### src/rtl/excp_flush_ctrl_pkg.sv
// rtl/excp_flush_ctrl_pkg.sv - exception codes, cause-bit indices and sequencer state encoding
package excp_flush_ctrl_pkg;

    localparam logic [5:0] ECODE_INT  = 6'h00;
    localparam logic [5:0] ECODE_ADEF = 6'h08;
    localparam logic [5:0] ECODE_ALE  = 6'h09;
    localparam logic [5:0] ECODE_SYS  = 6'h0B;
    localparam logic [5:0] ECODE_BRK  = 6'h0C;
    localparam logic [5:0] ECODE_INE  = 6'h0D;
    localparam logic [5:0] ECODE_IPE  = 6'h0E;

    localparam logic [8:0] ESUBCODE_NONE = 9'h000;

    localparam int CAUSE_ADEF = 0;
    localparam int CAUSE_ALE  = 1;
    localparam int CAUSE_SYS  = 2;
    localparam int CAUSE_BRK  = 3;
    localparam int CAUSE_INE  = 4;
    localparam int CAUSE_IPE  = 5;

    typedef enum logic [1:0] {
        ST_IDLE  = 2'd0,
        ST_FLUSH = 2'd1,
        ST_REDIR = 2'd2
    } state_t;

endpackage

### src/rtl/excp_prio_enc.sv
// rtl/excp_prio_enc.sv - priority encoder from {has_int, cause bits} to ecode/esubcode/va_error
module excp_prio_enc
    import excp_flush_ctrl_pkg::*;
#(
    parameter int NCAUSE = 6
) (
    input  logic              has_int,
    input  logic [NCAUSE-1:0] excp,
    output logic [5:0]        ecode,
    output logic [8:0]        esubcode,
    output logic              va_error
);

    always_comb begin
        ecode    = ECODE_INT;
        esubcode = ESUBCODE_NONE;
        va_error = 1'b0;
        if (has_int) begin
            ecode = ECODE_INT;
        end else if (excp[CAUSE_ADEF]) begin
            ecode    = ECODE_ADEF;
            va_error = 1'b1;
        end else if (excp[CAUSE_ALE]) begin
            ecode    = ECODE_ALE;
            va_error = 1'b1;
        end else if (excp[CAUSE_SYS]) begin
            ecode = ECODE_SYS;
        end else if (excp[CAUSE_BRK]) begin
            ecode = ECODE_BRK;
        end else if (excp[CAUSE_INE]) begin
            ecode = ECODE_INE;
        end else if (excp[CAUSE_IPE]) begin
            ecode = ECODE_IPE;
        end
    end

endmodule

### src/rtl/excp_flush_ctrl.sv
// rtl/excp_flush_ctrl.sv - exception/ERTN flush sequencer with fetch redirect; optional counters via EXCP_FLUSH_CTRL_PERF_EN
module excp_flush_ctrl
    import excp_flush_ctrl_pkg::*;
#(
    parameter int PC_W   = 32,
    parameter int NCAUSE = 6
) (
    input  logic              clk,
    input  logic              resetn,
    input  logic              ws_valid,
    input  logic [PC_W-1:0]   ws_pc,
    input  logic [NCAUSE-1:0] ws_excp,
    input  logic [PC_W-1:0]   ws_badv,
    input  logic              ws_ertn,
    input  logic              has_int,
    input  logic [PC_W-1:0]   csr_eentry,
    input  logic [PC_W-1:0]   csr_era,
    output logic              ws_allowin,
    output logic              excp_flush,
    output logic              ertn_flush,
    output logic [PC_W-1:0]   era_in,
    output logic [5:0]        ecode_out,
    output logic [8:0]        esubcode_out,
    output logic [PC_W-1:0]   bad_va_out,
    output logic              va_error_out,
    output logic              pipe_flush,
    output logic              redirect_valid,
    output logic [PC_W-1:0]   redirect_pc,
`ifdef EXCP_FLUSH_CTRL_PERF_EN
    output logic [31:0]       excp_cnt,
    output logic [31:0]       ertn_cnt,
`endif
    input  logic              redirect_ready
);

    state_t     state;
    logic       kind_excp;
    logic       take_excp;
    logic       take_ertn;
    logic       trigger;
    logic [5:0] enc_ecode;
    logic [8:0] enc_esubcode;
    logic       enc_va_error;

    excp_prio_enc #(.NCAUSE(NCAUSE)) u_prio_enc (
        .has_int  (has_int),
        .excp     (ws_excp),
        .ecode    (enc_ecode),
        .esubcode (enc_esubcode),
        .va_error (enc_va_error)
    );

    assign take_excp = has_int | (|ws_excp);
    assign take_ertn = ws_ertn & ~take_excp;
    assign trigger   = (state == ST_IDLE) & ws_valid & (take_excp | take_ertn);

    // The triggering instruction must not commit, so allowin drops in the same cycle.
    assign ws_allowin = (state == ST_IDLE) & ~trigger;
    assign pipe_flush = trigger | (state != ST_IDLE);

    always_ff @(posedge clk or negedge resetn) begin
        if (!resetn) begin
            state          <= ST_IDLE;
            kind_excp      <= 1'b0;
            excp_flush     <= 1'b0;
            ertn_flush     <= 1'b0;
            era_in         <= '0;
            ecode_out      <= '0;
            esubcode_out   <= '0;
            bad_va_out     <= '0;
            va_error_out   <= 1'b0;
            redirect_valid <= 1'b0;
            redirect_pc    <= '0;
`ifdef EXCP_FLUSH_CTRL_PERF_EN
            excp_cnt       <= '0;
            ertn_cnt       <= '0;
`endif
        end else begin
            excp_flush <= 1'b0;
            ertn_flush <= 1'b0;
            case (state)
                ST_IDLE: begin
                    if (trigger) begin
                        state        <= ST_FLUSH;
                        kind_excp    <= take_excp;
                        excp_flush   <= take_excp;
                        ertn_flush   <= take_ertn;
                        era_in       <= ws_pc;
                        ecode_out    <= enc_ecode;
                        esubcode_out <= enc_esubcode;
                        va_error_out <= enc_va_error;
                        bad_va_out   <= enc_va_error ? ws_badv : '0;
                    end
                end
                ST_FLUSH: begin
                    // ERA is read before the CSR file applies this cycle's strobe.
                    redirect_pc    <= kind_excp ? csr_eentry : csr_era;
                    redirect_valid <= 1'b1;
                    state          <= ST_REDIR;
`ifdef EXCP_FLUSH_CTRL_PERF_EN
                    if (kind_excp) excp_cnt <= excp_cnt + 32'd1;
                    else           ertn_cnt <= ertn_cnt + 32'd1;
`endif
                end
                ST_REDIR: begin
                    if (redirect_ready) begin
                        redirect_valid <= 1'b0;
                        state          <= ST_IDLE;
                    end
                end
                default: begin
                    redirect_valid <= 1'b0;
                    state          <= ST_IDLE;
                end
            endcase
        end
    end

endmodule

### config.mk
export PLATFORM = sky130hd
export DESIGN_NAME = excp_flush_ctrl
export DESIGN_NICKNAME = d
export VERILOG_FILES = /design/src/rtl/excp_flush_ctrl_pkg.sv /design/src/rtl/excp_prio_enc.sv /design/src/rtl/excp_flush_ctrl.sv
export SDC_FILE = /design/constraint.sdc
export NUM_CORES = 1
export LEC_CHECK = 0
export CAP_MARGIN = 30
export CORE_MARGIN = 2
export CORE_UTILIZATION = 25
export CTS_CLUSTER_DIAMETER = 150
export DETAILED_ROUTE_END_ITERATION = 6
export GPL_TIMING_DRIVEN = 0
export PLACE_DENSITY_LB_ADDON = 0.25
export SYNTH_ARGS = -nofsm -noshare
export SYNTH_HDL_FRONTEND = slang
export SYNTH_SLANG_ARGS = --single-unit
### constraint.sdc
create_clock -name clk -period 3.43 [get_ports clk]
set_clock_uncertainty 0.05 [all_clocks]
set_input_delay 1.029 -clock clk [delete_from_list [all_inputs] [get_ports clk]]
set_output_delay 1.029 -clock clk [all_outputs]
set_load 0.1 [all_outputs]
; ---- Yosys cells after proc, flatten, opt, wreduce, memory -nomap -nowiden
; Cells that the tools add are included.
[classes]
bitwise_logic = 10
n_mux = 21
reduce_logical = 6
eq_ne = 4
[op_table]
columns = operator, n
row1 = $mux 32, 2
row2 = $mux 6, 6
row3 = $mux 1, 8
row4 = $pmux 2 s3, 1
row5 = $reduce_and 2->1, 3
row6 = $reduce_or 6->1, 1
row7 = $and 1x1->1, 4
row8 = $mux 2, 2
row9 = $mux 4, 1
row10 = $ne 2x2->1 const B, 2
row11 = $not 1->1, 3
row12 = $or 1x1->1, 3
row13 = $pmux 1 s3, 1
row14 = $eq 2x1->1 const B, 1
row15 = $eq 2x2->1 const B, 1
row16 = $logic_not 2->1, 1
row17 = $reduce_bool 2->1, 1
[totals]
word_cells = 51
output_inout_bits = 117
input_bits = 140
ff_bits = 109

; ---- Depth between registers and ports, before layout
[depth]
depth_word = 8
ltp_mapped = 5
mapped_depth_nobuf = 4

; ---- Modules after synthesis
; From an unflattened synthesis, not the netlist that was laid out.
[unflattened]
hier_cells = 423
hier_area_um2 = 5048.6
[modules_own_cells]
columns = mod, area_each_um2, seq_area_each_um2, cells_per_inst, n_inst
row1 = excp_flush_ctrl, 4884.7, 2952.8, 399, 1
row2 = excp_prio_enc, 163.9, 0.0, 24, 1

; ---- Least setup slack after synthesis
; Ideal clock, no wire load.
[synth_timing]
kind = in2out
startpoint = in ws_excp[0]
endpoint = out ws_allowin
path_buffers = 1
path_slack_ns = -1.790
arrival_ns = 4.141
path_stages = 5
cell_sequence = or4_4 > o31ai_4 > inv_2 > buf_2 > nor3_1
[synth_between]
elab_chain_len = 8
[synth_lines]
columns = element, line
row1 = start: declaration, excp_flush_ctrl.sv:12  ; input logic [NCAUSE-1:0] ws_excp,
row2 = $reduce_or 6->1 *, excp_flush_ctrl.sv:53  ; assign take_excp = has_int | (|ws_excp);
row3 = $or 1x1->1 *, excp_flush_ctrl.sv:53
row4 = $not 1->1, excp_flush_ctrl.sv:54  ; assign take_ertn = ws_ertn & ~take_excp;
row5 = $and 1x1->1, excp_flush_ctrl.sv:54
row6 = $or 1x1->1 *, excp_flush_ctrl.sv:55  ; assign trigger = (state == ST_IDLE) & ws_valid & (take_excp | take_ertn);
row7 = $and 1x1->1 *, excp_flush_ctrl.sv:55
row8 = $not 1->1 *, excp_flush_ctrl.sv:58  ; assign ws_allowin = (state == ST_IDLE) & ~trigger;
row9 = $and 1x1->1 *, excp_flush_ctrl.sv:58
row10 = end: declaration, excp_flush_ctrl.sv:18  ; output logic ws_allowin,
; Every way passes the cells marked *; elsewhere a longest branch is shown, timed or not.

; ---- Final worst setup path
[layout_timing]
startpoint = in ws_excp[2]
endpoint = out pipe_flush
[layout_between]
elab_chain_len = 7
[layout_lines]
columns = element, line
row1 = $reduce_or 6->1 *, excp_flush_ctrl.sv:53
row2 = $or 1x1->1 *, excp_flush_ctrl.sv:53
row3 = $not 1->1, excp_flush_ctrl.sv:54
row4 = $and 1x1->1, excp_flush_ctrl.sv:54
row5 = $or 1x1->1 *, excp_flush_ctrl.sv:55
row6 = $and 1x1->1 *, excp_flush_ctrl.sv:55
row7 = $or 1x1->1 *, excp_flush_ctrl.sv:59  ; assign pipe_flush = trigger | (state != ST_IDLE);
row8 = end: declaration, excp_flush_ctrl.sv:26  ; output logic pipe_flush,
; Marks and branches as above.

==> flow_summary.toml <==
[synthesis]
synthFlopType = "dfrtp_1"
synth_top_cell_by_area = "dfrtp_1"
synth_top_area_share_pct = 57.8
synth_xor_xnor_area_share_pct = 0
yosysMostFrequentCell = "dfrtp_1"
syn_area_per_cell_um2 = 11.5
synth_top_family_by_area = "multiplexers"
synth-simple-area-share_pct = 7.73
synthMuxAreaShare_pct = 22.1
synth_common_cells = "dfrtp_1 (107), nand2_1 (67), mux2i_1 (65)"
synthDistinctLibCells = 31
synth_edf_count = 0
synth_seq_area_share_pct = 57.8
synth-seq-cells = 107
synth_compound_area_share_pct = 5.65
synth_fa_ha_area_share_pct = 0
async_flop_share_pct = 100
yosysWarnings = 0
synth_cells = 402
synth.area.top_cells = "dfrtp_1 (58%), mux2i_1 (14%), mux2_1 (8.0%), nand2_1 (5.4%), o21ai_1 (3.5%)"
syn_area_um2 = 4630

[timing]
clock.fmax_mhz = 266
worstMarginPinSlew_ns = 1.03
finalSetupViolCount = 2
drv_slew = 0
fin_crit_ns = 3.77
hold_viol = 0
grt_setup_unrepaired = "true"
min_period_over_period_pct = 110
slew_headroom_pct = 31.4
setup_slack_ns = -0.336

[drt]
drt_iter0_markers = 142
wl_per_cell_um = 15.0
vias = 3868
drc = 18
vias_per_cell = 4.23
postRouteAntennaNets = 0
firstDrtPassIters = 6
finalWirelength_um = 13700

[die]
num_rows = 49
ioPinCount = 257
core_area_um2 = 18100
fp.dieW_um = 140
dieArea_um2 = 19600
initial_utilization_pct = 25.6
die_height_um = 140

[cells_and_area]
final_net_count = 822
multi_input_area_um2 = 1710
final_layout_size_suffix_gt1_share_pct = 9.48
num_antenna_cells = 0
final_cells = 915
seq_area_um2 = 2680
fillers = 1689
area_delta_synth_final_pct = 72.2

[global_routing]
grt_pass1_wl_um = 21600
grt-ovfl-total = 0
first_global_vias = 4089
grt_max_degree = 60
grt_util_all_layers_pct = 14.0
antenna_found_initial = 0

[clock_network]
cts_tree = "built"
ctsHoldBuffers = 0
cts.clk_slew.worst_paths_ns = 0.07
clock_latency_ns = 0.35
root_buffer = "clkbuf_16"
htree_levels = 3
cts_sinks = 107
cts_made_buffers = 9
clockBufferDepth = 2

[outcome]
violations = "DRC, setup timing"
status = "finished, violations left"

[worst_setup_path]
worstSetupPathType = "in2out"
cp-start-kind = "input port"
reg2regPathDepth = 8
required_ns = 2.35
end_kind = "primary output"
worstPathArrival_ns = 2.69
crit_path_max_fanout = 3

[placed_design]
place.gp.congestion = 0.714
dp.cells = 890
io_buffer_count = 245
hpwlAfterDp_um = 10600

[hold_path]
min_path_cells = 2
hp-class = "reg2reg"

[flow_run]
max_cap_violations = 0
==> metrics by stage <==
stage	instance area [µm²]	hold slack [ns]	util (%)	setup TNS, ns	setup WS, ns
detailed placement	7540	0.424	41.7	-3.56	-1.84
finish	7980	0.434	44.1	-0.607	-0.336
CTS	7960	0.442	44.0	-0.662	-0.348
global placement	7430	0.416	41.1	-304.42	-2.82
global route	7980	0.462	44.1	-0.712	-0.384
floorplan	4690	0.538	-	-0.739	-0.494
==> timing repair <==
| action | 4_1_cts | 5_1_grt |
|---|---|---|
| setup endpoints to repair | 2 | 2 |
| resized for setup | 57 | 6 |
| pin swaps | 5 | 1 |
| setup buffers | 7 | 4 |
==> flip-flops by register name, summed over array words and instances (netlist names) <==
signal and cells:
bad_va_out 32, ecode_out 4, era_in 32, ertn_flush 1, excp_flush 1, kind_excp 1, redirect_pc 32, redirect_valid 1
state 2, va_error_out 1
==> layout make-up <==
type	instances	share of cell area [%]
inverters	36	1.73
multi-input cells	236	21.4
flip-flops and latches	107	33.6
plain buffers	32	2.31
clock inverters	6	1.22
well taps	229	3.59
clock buffers	9	2.82
repair buffers	260	33.3
==> worst max-delay path, cell delays in order <==
cell	delay (ns)
buf_8	0.10
or4_4	0.56
o31ai_4	0.25
inv_4	0.07
buf_12	0.13
or3_4	0.37
buf_12	0.18
==> worst paths after layout <==
check                      slack (ns)           start              to
setup / recovery                -0.34      ws_excp[2]      pipe_flush
hold / removal                   0.43  redirect_pc[7]  redirect_pc[7]
setup reg to reg                 1.14        state[0]      era_in[31]
hold reg to reg                  0.43  redirect_pc[7]  redirect_pc[7]
max in group asynchronous        1.92          resetn  bad_va_out[14]
min in group asynchronous        0.70          resetn      era_in[12]
==> kinds of logic (layout without fill, tap and decap cells) <==
kind of cell / count (synthesis) / in the layout
flops: 107 / 107
simple gates: 83 / 83
buf+inv: 69 / 343
mux: 98 / 98
compound gates: 44 / 44
other cells: 1 / 11
==> routing by layer <==
metal	routed length, µm	vias to the layer above	track usage (%)	part of all wire (%)
met5	0	-	0	0
met4	252	0	5.58	1.8
met3	1050	17	4.27	7.7
met2	6930	144	24.8	51
met1	5460	1833	15.7	40
li1	-	1874	-	-
==> cell usage in the layout (no fill, tap or decap), types with 9 or more instances in the layout <==
cell	n
conb_1	11
inv_1	35
mux2i_1	65
clkdlybuf4s50_1	235
nand2_1	67
clkbuf_1	12
buf_4	23
mux2_1	33
dfrtp_1	107
o21ai_1	32
clkbuf_16	9
Power is not shown: default switching activity piles up to over one toggle a cycle in this logic, so the estimate is an artifact.
